`config.mk`:
```
export PLATFORM = sky130hd
export DESIGN_NAME = mastermind_round_ctrl
export DESIGN_NICKNAME = d
export VERILOG_FILES = /design/src/rtl/mm_pkg.sv /design/src/rtl/mm_color_count.sv /design/src/rtl/mastermind_round_ctrl.sv
export SDC_FILE = /design/constraint.sdc
export NUM_CORES = 1
export LEC_CHECK = 0
export BUFFER_PORTS_ARGS = -buffer_cell sky130_fd_sc_hd__buf_2
export CELL_PAD_IN_SITES_DETAIL_PLACEMENT = 2
export CELL_PAD_IN_SITES_GLOBAL_PLACEMENT = 2
export CORE_MARGIN = 1.5
export CORE_UTILIZATION = 33
export CTS_CLUSTER_DIAMETER = 50
export DETAILED_ROUTE_END_ITERATION = 12
export PLACE_DENSITY_LB_ADDON = 0.1
export SLEW_MARGIN = 40
export SYNTH_ARGS = -nofsm -noshare
export SYNTH_HDL_FRONTEND = slang
export SYNTH_HIERARCHICAL = 1
export SYNTH_SLANG_ARGS = --single-unit
```
`constraint.sdc`:
```
create_clock -name Clk -period 5.2 [get_ports Clk]
set_input_delay 0.52 -clock Clk [delete_from_list [all_inputs] [get_ports Clk]]
set_output_delay 0.52 -clock Clk [all_outputs]
set_load 0.005 [all_outputs]
```
`src/rtl/mm_pkg.sv`:
```
// Shared constants, FSM encoding and peg helpers for the Mastermind round controller.
package mm_pkg;

   localparam int unsigned NUM_PEGS    = 4;
   localparam int unsigned COLOR_W     = 3;
   localparam int unsigned NUM_COLORS  = 6;
   localparam int unsigned MAX_GUESSES = 6;
   localparam int unsigned CNT_W       = 3;
   localparam int unsigned PEG_VEC_W   = NUM_PEGS * COLOR_W;

   localparam logic [COLOR_W-1:0] COLOR_BLANK = '0;
   localparam logic [COLOR_W-1:0] COLOR_MAX   = COLOR_W'(NUM_COLORS);

   // History word layout: {partial, exact, guess}
   localparam int unsigned GUESS_LSB   = 0;
   localparam int unsigned EXACT_LSB   = GUESS_LSB + PEG_VEC_W;
   localparam int unsigned PARTIAL_LSB = EXACT_LSB + CNT_W;
   localparam int unsigned HIST_W      = PARTIAL_LSB + CNT_W;

   typedef enum logic [2:0] {
      ST_IDLE,
      ST_READY,
      ST_EXACT,
      ST_COUNT,
      ST_WRITE,
      ST_WIN,
      ST_LOSE
   } state_t;

   function automatic logic [COLOR_W-1:0] peg_at(input logic [PEG_VEC_W-1:0] v,
                                                 input logic [2:0] i);
      return v[i*COLOR_W +: COLOR_W];
   endfunction

   function automatic logic pegs_legal(input logic [PEG_VEC_W-1:0] v);
      logic ok;
      ok = 1'b1;
      for (int unsigned i = 0; i < NUM_PEGS; i++) begin
         if (v[i*COLOR_W +: COLOR_W] == COLOR_BLANK || v[i*COLOR_W +: COLOR_W] > COLOR_MAX)
            ok = 1'b0;
      end
      return ok;
   endfunction

   function automatic logic [CNT_W-1:0] cnt_min(input logic [CNT_W-1:0] a,
                                                input logic [CNT_W-1:0] b);
      return (a < b) ? a : b;
   endfunction

endpackage

```
`src/rtl/mm_color_count.sv`:
```
// Combinational count of how many pegs in a packed peg vector carry a given colour.
module mm_color_count
   import mm_pkg::*;
(
   input  logic [PEG_VEC_W-1:0] pegs,
   input  logic [COLOR_W-1:0]   color,
   output logic [CNT_W-1:0]     count
);

   always_comb begin
      count = '0;
      for (int unsigned i = 0; i < NUM_PEGS; i++) begin
         if (pegs[i*COLOR_W +: COLOR_W] == color)
            count = count + CNT_W'(1);
      end
   end

endmodule

```
`src/rtl/mastermind_round_ctrl.sv`:
```
// Mastermind round sequencer: validates, scores and records guesses, tracks win/lose.
// Optional MM_REJECT_REPEAT_EN: reject a guess identical to the last accepted one.
module mastermind_round_ctrl
   import mm_pkg::*;
(
   input  logic                 Clk,
   input  logic                 Reset,
   input  logic                 start,
   input  logic [PEG_VEC_W-1:0] secret,
   input  logic [PEG_VEC_W-1:0] guess,
   input  logic                 check_req,
   output logic                 check_ack,
   output logic                 check_rej,
   output logic                 busy,
   output logic [2:0]           guess_num,
   output logic [CNT_W-1:0]     exact_cnt,
   output logic [CNT_W-1:0]     partial_cnt,
   output logic                 score_vld,
   output logic                 hist_we,
   output logic [2:0]           hist_waddr,
   output logic [HIST_W-1:0]    hist_wdata,
   output logic                 game_active,
   output logic                 win,
   output logic                 lose
);

   state_t               state;
   logic [PEG_VEC_W-1:0] secret_q;
   logic [PEG_VEC_W-1:0] guess_q;
   logic [2:0]           idx;
   logic [CNT_W-1:0]     exact_acc;
   logic [CNT_W-1:0]     total_acc;
   logic [CNT_W-1:0]     partial_acc;
   logic [CNT_W-1:0]     cnt_g;
   logic [CNT_W-1:0]     cnt_s;
   logic [CNT_W-1:0]     matched;
   logic [COLOR_W-1:0]   cur_color;
   logic                 rej_cond;

`ifdef MM_REJECT_REPEAT_EN
   logic [PEG_VEC_W-1:0] last_guess;
   logic                 last_vld;
`endif

   mm_color_count u_cnt_guess (.pegs(guess_q),  .color(cur_color), .count(cnt_g));
   mm_color_count u_cnt_secret(.pegs(secret_q), .color(cur_color), .count(cnt_s));

   always_comb begin
      cur_color = COLOR_W'(idx) + COLOR_W'(1);
      matched   = cnt_min(cnt_g, cnt_s);
`ifdef MM_REJECT_REPEAT_EN
      rej_cond  = !pegs_legal(guess) || (last_vld && (guess == last_guess));
`else
      rej_cond  = !pegs_legal(guess);
`endif
   end

   always_ff @(posedge Clk or negedge Reset) begin
      if (!Reset) begin
         state       <= ST_IDLE;
         secret_q    <= '0;
         guess_q     <= '0;
         idx         <= '0;
         exact_acc   <= '0;
         total_acc   <= '0;
         partial_acc <= '0;
         check_ack   <= '0;
         check_rej   <= '0;
         busy        <= '0;
         guess_num   <= '0;
         exact_cnt   <= '0;
         partial_cnt <= '0;
         score_vld   <= '0;
         hist_we     <= '0;
         hist_waddr  <= '0;
         hist_wdata  <= '0;
         game_active <= '0;
         win         <= '0;
         lose        <= '0;
`ifdef MM_REJECT_REPEAT_EN
         last_guess  <= '0;
         last_vld    <= '0;
`endif
      end else begin
         check_ack <= '0;
         check_rej <= '0;
         score_vld <= '0;
         hist_we   <= '0;
         busy      <= (state == ST_EXACT) || (state == ST_COUNT) || (state == ST_WRITE);
         // start wins over everything, including a same-cycle check_req
         if (start) begin
            secret_q    <= secret;
            guess_num   <= '0;
            win         <= '0;
            lose        <= '0;
            exact_cnt   <= '0;
            partial_cnt <= '0;
            busy        <= '0;
            game_active <= 1'b1;
            state       <= ST_READY;
`ifdef MM_REJECT_REPEAT_EN
            last_vld    <= '0;
`endif
         end else begin
            case (state)
               ST_READY: begin
                  if (check_req) begin
                     if (rej_cond) begin
                        check_rej <= 1'b1;
                     end else begin
                        guess_q   <= guess;
                        check_ack <= 1'b1;
                        exact_acc <= '0;
                        total_acc <= '0;
                        idx       <= '0;
                        state     <= ST_EXACT;
`ifdef MM_REJECT_REPEAT_EN
                        last_guess <= guess;
                        last_vld   <= 1'b1;
`endif
                     end
                  end
               end
               ST_EXACT: begin
                  if (peg_at(guess_q, idx) == peg_at(secret_q, idx))
                     exact_acc <= exact_acc + CNT_W'(1);
                  if (idx == 3'(NUM_PEGS - 1)) begin
                     idx   <= '0;
                     state <= ST_COUNT;
                  end else begin
                     idx <= idx + 3'd1;
                  end
               end
               ST_COUNT: begin
                  total_acc <= total_acc + matched;
                  // last colour folds its own match into partial directly
                  if (idx == 3'(NUM_COLORS - 1)) begin
                     partial_acc <= total_acc + matched - exact_acc;
                     state       <= ST_WRITE;
                  end else begin
                     idx <= idx + 3'd1;
                  end
               end
               ST_WRITE: begin
                  hist_we     <= 1'b1;
                  score_vld   <= 1'b1;
                  hist_waddr  <= guess_num;
                  hist_wdata  <= {partial_acc, exact_acc, guess_q};
                  exact_cnt   <= exact_acc;
                  partial_cnt <= partial_acc;
                  if (exact_acc == CNT_W'(NUM_PEGS)) begin
                     win         <= 1'b1;
                     game_active <= 1'b0;
                     state       <= ST_WIN;
                  end else if (guess_num == 3'(MAX_GUESSES - 1)) begin
                     lose        <= 1'b1;
                     game_active <= 1'b0;
                     state       <= ST_LOSE;
                  end else begin
                     guess_num <= guess_num + 3'd1;
                     state     <= ST_READY;
                  end
               end
               default: ;
            endcase
         end
      end
   end

endmodule

```
Yosys cells after proc, flatten, opt, wreduce, memory -nomap -nowiden
Cells that the tools add are included.
{"block": "op_classes", "n_mux": 59, "shifts": 2, "add_sub_neg": 11, "eq_ne": 27, "reduce_logical": 29, "multipliers": 1, "bitwise_logic": 1, "n_lt_le_gt_ge": 5, "div": 0}
{"cell": "$mux 3", "count": 27}
{"cell": "$mux 1", "count": 28}
{"cell": "$eq 3x3->1", "count": 9}
{"cell": "$shiftx 12x6->3", "count": 2}
{"cell": "$add 3x1->3 const B", "count": 7}
{"cell": "$reduce_and 5->1", "count": 3}
{"cell": "$eq 3x3->1 const B", "count": 4}
{"cell": "$gt 3x3->1 const B", "count": 4}
{"cell": "$logic_not 3->1", "count": 4}
{"cell": "$pmux 3 s2", "count": 2}
{"cell": "$pmux 3 s4", "count": 1}
{"cell": "$ne 2x2->1 const B", "count": 5}
{"cell": "$reduce_bool 2->1", "count": 5}
{"cell": "$eq 3x2->1 const B", "count": 3}
{"cell": "$pmux 3 s3", "count": 1}
{"cell": "$reduce_and 3->1", "count": 3}
{"cell": "$reduce_and 4->1", "count": 2}
{"cell": "$logic_or 1x1->1", "count": 6}
{"cell": "$ne 3x2->1 const B", "count": 2}
{"cell": "$ne 3x3->1 const B", "count": 2}
{"cell": "$reduce_and 2->1", "count": 3}
{"cell": "$reduce_bool 3->1", "count": 2}
{"cell": "$mul 3x2->5 const B", "count": 1}
{"cell": "$reduce_bool 5->1", "count": 1}
{"cell": "7 further kinds", "count": 8}
{"block": "totals", "ramBits": 0, "elab_cells": 154, "rom_bits": 0, "latchBits": 0, "mem_count": 0, "regBits": 76, "out_inout_bits": 38}

Depth between registers and ports, before layout
{"block": "depth", "word_depth": 13, "depth_mapped": 25, "ltp_nobuf": 25}

By module
The synthesis kept the hierarchy.
{"mod": "mastermind_round_ctrl", "cells_each": 312, "area_each_um2": 3632.2, "instances": 1}
{"mod": "mm_color_count (u_cnt_guess)", "cells_each": 30, "area_each_um2": 264.0, "instances": 1}
{"mod": "mm_color_count (u_cnt_secret)", "cells_each": 29, "area_each_um2": 236.5, "instances": 1}

Worst setup path before layout
OpenSTA, ideal clock, no wires.
{"block": "synth_path", "path_kind": "register to register", "startpoint": "register idx[0]", "endpoint": "register partial_acc[2]", "n_path_buf": 0, "path_slack_ns": 0.242, "t_arrival_ns": 4.828, "setup_ns": 0.130, "synth_period_minus_slack_ns": 4.958, "stages_incl_launch_ff": 20, "path_cell_list": "dfrtp_1 -> ha_1 -> ha_1 -> inv_1 -> xnor2_1 -> and3_1 -> ha_1 -> xnor2_4 -> ha_1 -> mux2_2 -> ha_1 -> nand2_1 -> o21ai_0 -> mux2_2 -> ha_1 -> fa_1 -> fa_1 -> xor2_1 -> xnor2_1 -> o21ai_0"}
{"block": "synth_via", "elab_chain_cells": 13, "word_cells_on_any_way": 29, "cone_classes": "add/sub (9); order compare (1); eq/ne (9); mux (9); reduce/logical (1)"}
{"item": "start, declared", "line_no": "mastermind_round_ctrl.sv:30", "text": "logic [2:0] idx;"}
{"item": "start signal, assigned", "line_no": "mastermind_round_ctrl.sv:131", "text": "idx <= idx + 3'd1;"}
{"item": "start signal, assigned", "line_no": "mastermind_round_ctrl.sv:141", "text": "idx <= idx + 3'd1;"}
{"item": "$add 3x1->3 (*)", "line_no": "mastermind_round_ctrl.sv:49", "text": "cur_color = COLOR_W'(idx) + COLOR_W'(1);"}
{"item": "net cur_color[2]", "line_no": "mastermind_round_ctrl.sv:37", "text": "logic [COLOR_W-1:0] cur_color;"}
{"item": "$eq 3x3->1", "line_no": "mm_color_count.sv:13", "text": "if (pegs[i*COLOR_W +: COLOR_W] == color)"}
{"item": "$mux 1", "line_no": "mm_color_count.sv:13"}
{"item": "$add 1x1->2", "line_no": "mm_color_count.sv:14", "text": "count = count + CNT_W'(1);"}
{"item": "$mux 3", "line_no": "mm_color_count.sv:13"}
{"item": "$add 3x1->3", "line_no": "mm_color_count.sv:14"}
{"item": "$mux 3", "line_no": "mm_color_count.sv:13"}
{"item": "$add 3x1->3", "line_no": "mm_color_count.sv:14"}
{"item": "$mux 3 (*)", "line_no": "mm_color_count.sv:13"}
{"item": "net cnt_g[1]", "line_no": "mastermind_round_ctrl.sv:34", "text": "logic [CNT_W-1:0] cnt_g;"}
{"item": "$lt 3x3->1", "line_no": "mm_pkg.sv:47", "text": "return (a < b) ? a : b;"}
{"item": "$mux 3 (*)", "line_no": "mm_pkg.sv:47"}
{"item": "$add 3x3->3 (*)", "line_no": "mastermind_round_ctrl.sv:138", "text": "partial_acc <= total_acc + matched - exact_acc;"}
{"item": "$sub 3x3->3 (*)", "line_no": "mastermind_round_ctrl.sv:138"}
{"item": "end signal, assigned", "line_no": "mastermind_round_ctrl.sv:138"}
{"item": "end, declared", "line_no": "mastermind_round_ctrl.sv:33", "text": "logic [CNT_W-1:0] partial_acc;"}
The timed path passes the listed nets; every way through them passes the cells marked *.
A chain may end at the register's enable or synchronous reset.

Final worst setup path
Ends and elaborated chain as after synthesis.

==> results.cfg <==
[worst_setup_path]
end_kind = register
worst-setup-path-type = reg -> reg
crit_fanout = 7
crit_required_ns = 5.42
worstSetupStartpointType = register
arrival_ns = 5.18
rrSetupSlack_ns = 0.25

[route]
firstDrtPassIters = 4
remaining_drc_errors = 0
drtIter0Drc = 112
routed_via_density = 4.91
vias = 3025
finalWirelength_mm = 11.4
drtAntennaViolNets = 0
avgRoutedWirePerCell_um = 18.5

[place]
place_congestion = 0.787
dpl_cell_area_um2 = 4660
portBuffers = 65
placed_cells = 597
hpwl_mm = 8.34

[pwr]
power_mw = 2.90
p_leak_nw = 2.42
p_per_area_nw_per_um2 = 574
ir_worst_vdd_uv = 177

[run_status]
outcome = finished clean

[final_layout]
post-route-cell-area_um2 = 5040
area_growth_pct = 22.0
fin_cells = 616
final_nets = 491
drive_above_1_share_pct = 35.7
antenna-diode-count = 0

[global_route]
grt_overflow_total = 0
grt_max_degree = 77
grt_first_pass_wirelength_mm = 18.6
antenna_found_initial = 0
grt_usage_pct = 18.9
grt_pass1_vias = 3432

[synthesis]
synth_cell_types = 53
yosysWarningCount = 6
synth_flop_cell = dfrtp_1
ys_seq_area_share_pct = 46.0
synthArstFlopShare_pct = 100
synth_edf_count = 0
syn_inst = 371
syn_avg_cell_area_um2 = 11.1
syn_area_um2 = 4130
ys_ff_latch = 76
syn-num-nets = 419

[hold_path]
hp-class = in -> async

[die]
rows = 40
die_h_um = 115
initial_utilization_pct = 34.1
die_x_um = 115
core_area_um2 = 12100
pin_count = 66
fp.dieArea_um2 = 13200

[clock_network]
clk_latency_ns = 0.35
clkTransAtPathRegs_ns = 0.06
cts_hold_buf = 0
root_buffer = clkbuf_16
htreeDepth = 3
clock_sinks = 76
cts_tree = built
cts_buffer_depth = 2
cts_made_buffers = 9

[sta]
whs_ns = 0.207
setup_violations = 0
fin_skew_ns = 0.00488
fin_crit_ns = 4.95
drv_slew = 0
fmax_mhz = 202
tightest_slew_ns = 0.723
hold_viol = 0
worst_slew_margin_rel_pct = 51.8
fin_crit_sh_pct = 95.3

[job]
maxCapViolCount = 0
## per-layer routing
layer,vias up,part of all wire (%),GRT usage [%]
li1,1416,-,-
met1,1548,48,25.6
met2,47,46,30.0
met3,14,3.5,4.22
met4,0,1.5,6.67
met5,-,0,0
## worst paths after layout
check	start	cells after the start	end
setup / recovery	idx[0]	19	partial_acc[2]
hold / removal	Reset	1	hist_wdata[3]
setup reg to reg	idx[0]	19	partial_acc[2]
hold reg to reg	hist_wdata[8]	1	hist_wdata[8]
max in group asynchronous	Reset	1	partial_acc[0]
min in group Clk	secret[5]	2	secret_q[5]
## synth_stat cells, types with 2 or more instances
master | number | share of area (%)
buf_4 | 3 | 0.54
nor3_1 | 8 | 0.97
inv_1 | 19 | 1.7
buf_2 | 4 | 0.48
and3_1 | 5 | 0.76
o31ai_1 | 3 | 0.54
or3_1 | 2 | 0.30
ha_1 | 18 | 5.4
a21oi_1 | 13 | 1.6
mux2_2 | 51 | 14
xor2_1 | 28 | 5.9
a211o_1 | 2 | 0.42
nand3_2 | 2 | 0.48
mux2i_1 | 2 | 0.48
dfrtp_1 | 76 | 46
clkbuf_1 | 4 | 0.36
fa_1 | 2 | 0.97
nand3_1 | 11 | 1.3
nand2b_1 | 4 | 0.61
nor2_1 | 23 | 2.1
a211oi_1 | 2 | 0.36
a22o_1 | 2 | 0.42
or3_4 | 2 | 0.54
xnor2_1 | 19 | 4.0
o21ai_0 | 8 | 0.97
nand2_1 | 30 | 2.7
o22ai_1 | 2 | 0.30
## worst max-delay path, cell delays in order (launching register included)
cell and delay, ns:
dfrtp_1 0.38, ha_1 0.25, ha_4 0.30, inv_4 0.06, xnor2_1 0.13, and3_1 0.22
ha_1 0.38, xnor2_4 0.18, ha_1 0.27, mux2_2 0.28, ha_1 0.28, nand2_1 0.06
o21ai_2 0.16, mux2_2 0.36, ha_1 0.20, fa_1 0.49, fa_1 0.43, xor2_1 0.16
xnor2_1 0.16, o21ai_0 0.09
## registers in the layout (all words and copies together), names as in the netlist, 3 cells and up
name	cells
exact_acc	3
hist_wdata	18
partial_acc	3
guess_num	3
secret_q	12
exact_cnt	3
hist_waddr	3
idx	3
total_acc	3
state	3
guess_q	12
partial_cnt	3
## cell type report
type | count | area [um^2]
flip-flops and latches | 76 | 1900
repair buffers | 73 | 395
inverters | 20 | 80.1
fillers | 1298 | 7070
well taps | 168 | 210
clock buffers | 10 | 239
multi-input cells | 263 | 2130
clock inverters | 6 | 87.6
## per-stage QoR
step	TNS [ns]	util (%)	setup slack, ns
CTS	0	41.2	0.0225
global route	-0.0230	41.6	-0.0230
global placement	0	38.4	0.139
floorplan	0	-	0.242
finish	0	41.6	0.245
detailed placement	-0.0686	38.5	-0.0686
## what timing repair did
action                                  in CTS  in global routing
buffers inserted                             0                  2
pin swaps                                    0                  2
gates resized for setup                      2                  7
endpoints found under the setup margin       1                  2
## power by group
group	switching (mW)	internal, mW	leakage (nW)
Clock	0.259	0.432	0.151
Combinational	0.698	0.655	1.28
Sequential	0.161	0.691	0.994
## layout by cell type (no fill, tap or decap), drive strengths merged, types with 2 or more instances in the layout
cell	synthesis	routed
a211o	2	2
a211oi	2	2
a21oi	13	13
a22o	2	2
and3	5	5
buf	8	73
bufinv	0	2
clkbuf	4	10
clkinvlp	0	3
dfrtp	76	76
fa	2	2
ha	18	18
inv	20	20
mux2	51	51
mux2i	2	2
nand2	30	30
nand2b	4	4
nand3	13	13
nor2	23	23
nor3	10	10
nor3b	2	2
nor4	2	2
o21ai	10	10
o22ai	2	2
o31ai	3	3
or3	4	4
xnor2	20	20
xor2	28	28
## logic make-up (layout without fill, tap and decap cells)
family | count (synthesis) | in the layout | synth area share [%]
compound gates | 43 | 43 | 6.81
buf+inv | 32 | 109 | 3.30
xor+xnor | 48 | 48 | 10.6
mux | 53 | 53 | 14.4
simple gates | 99 | 99 | 12.4
flops | 76 | 76 | 46.0
fa+ha+maj | 20 | 20 | 6.42
Note: power is estimated with default switching activity, not from simulation.
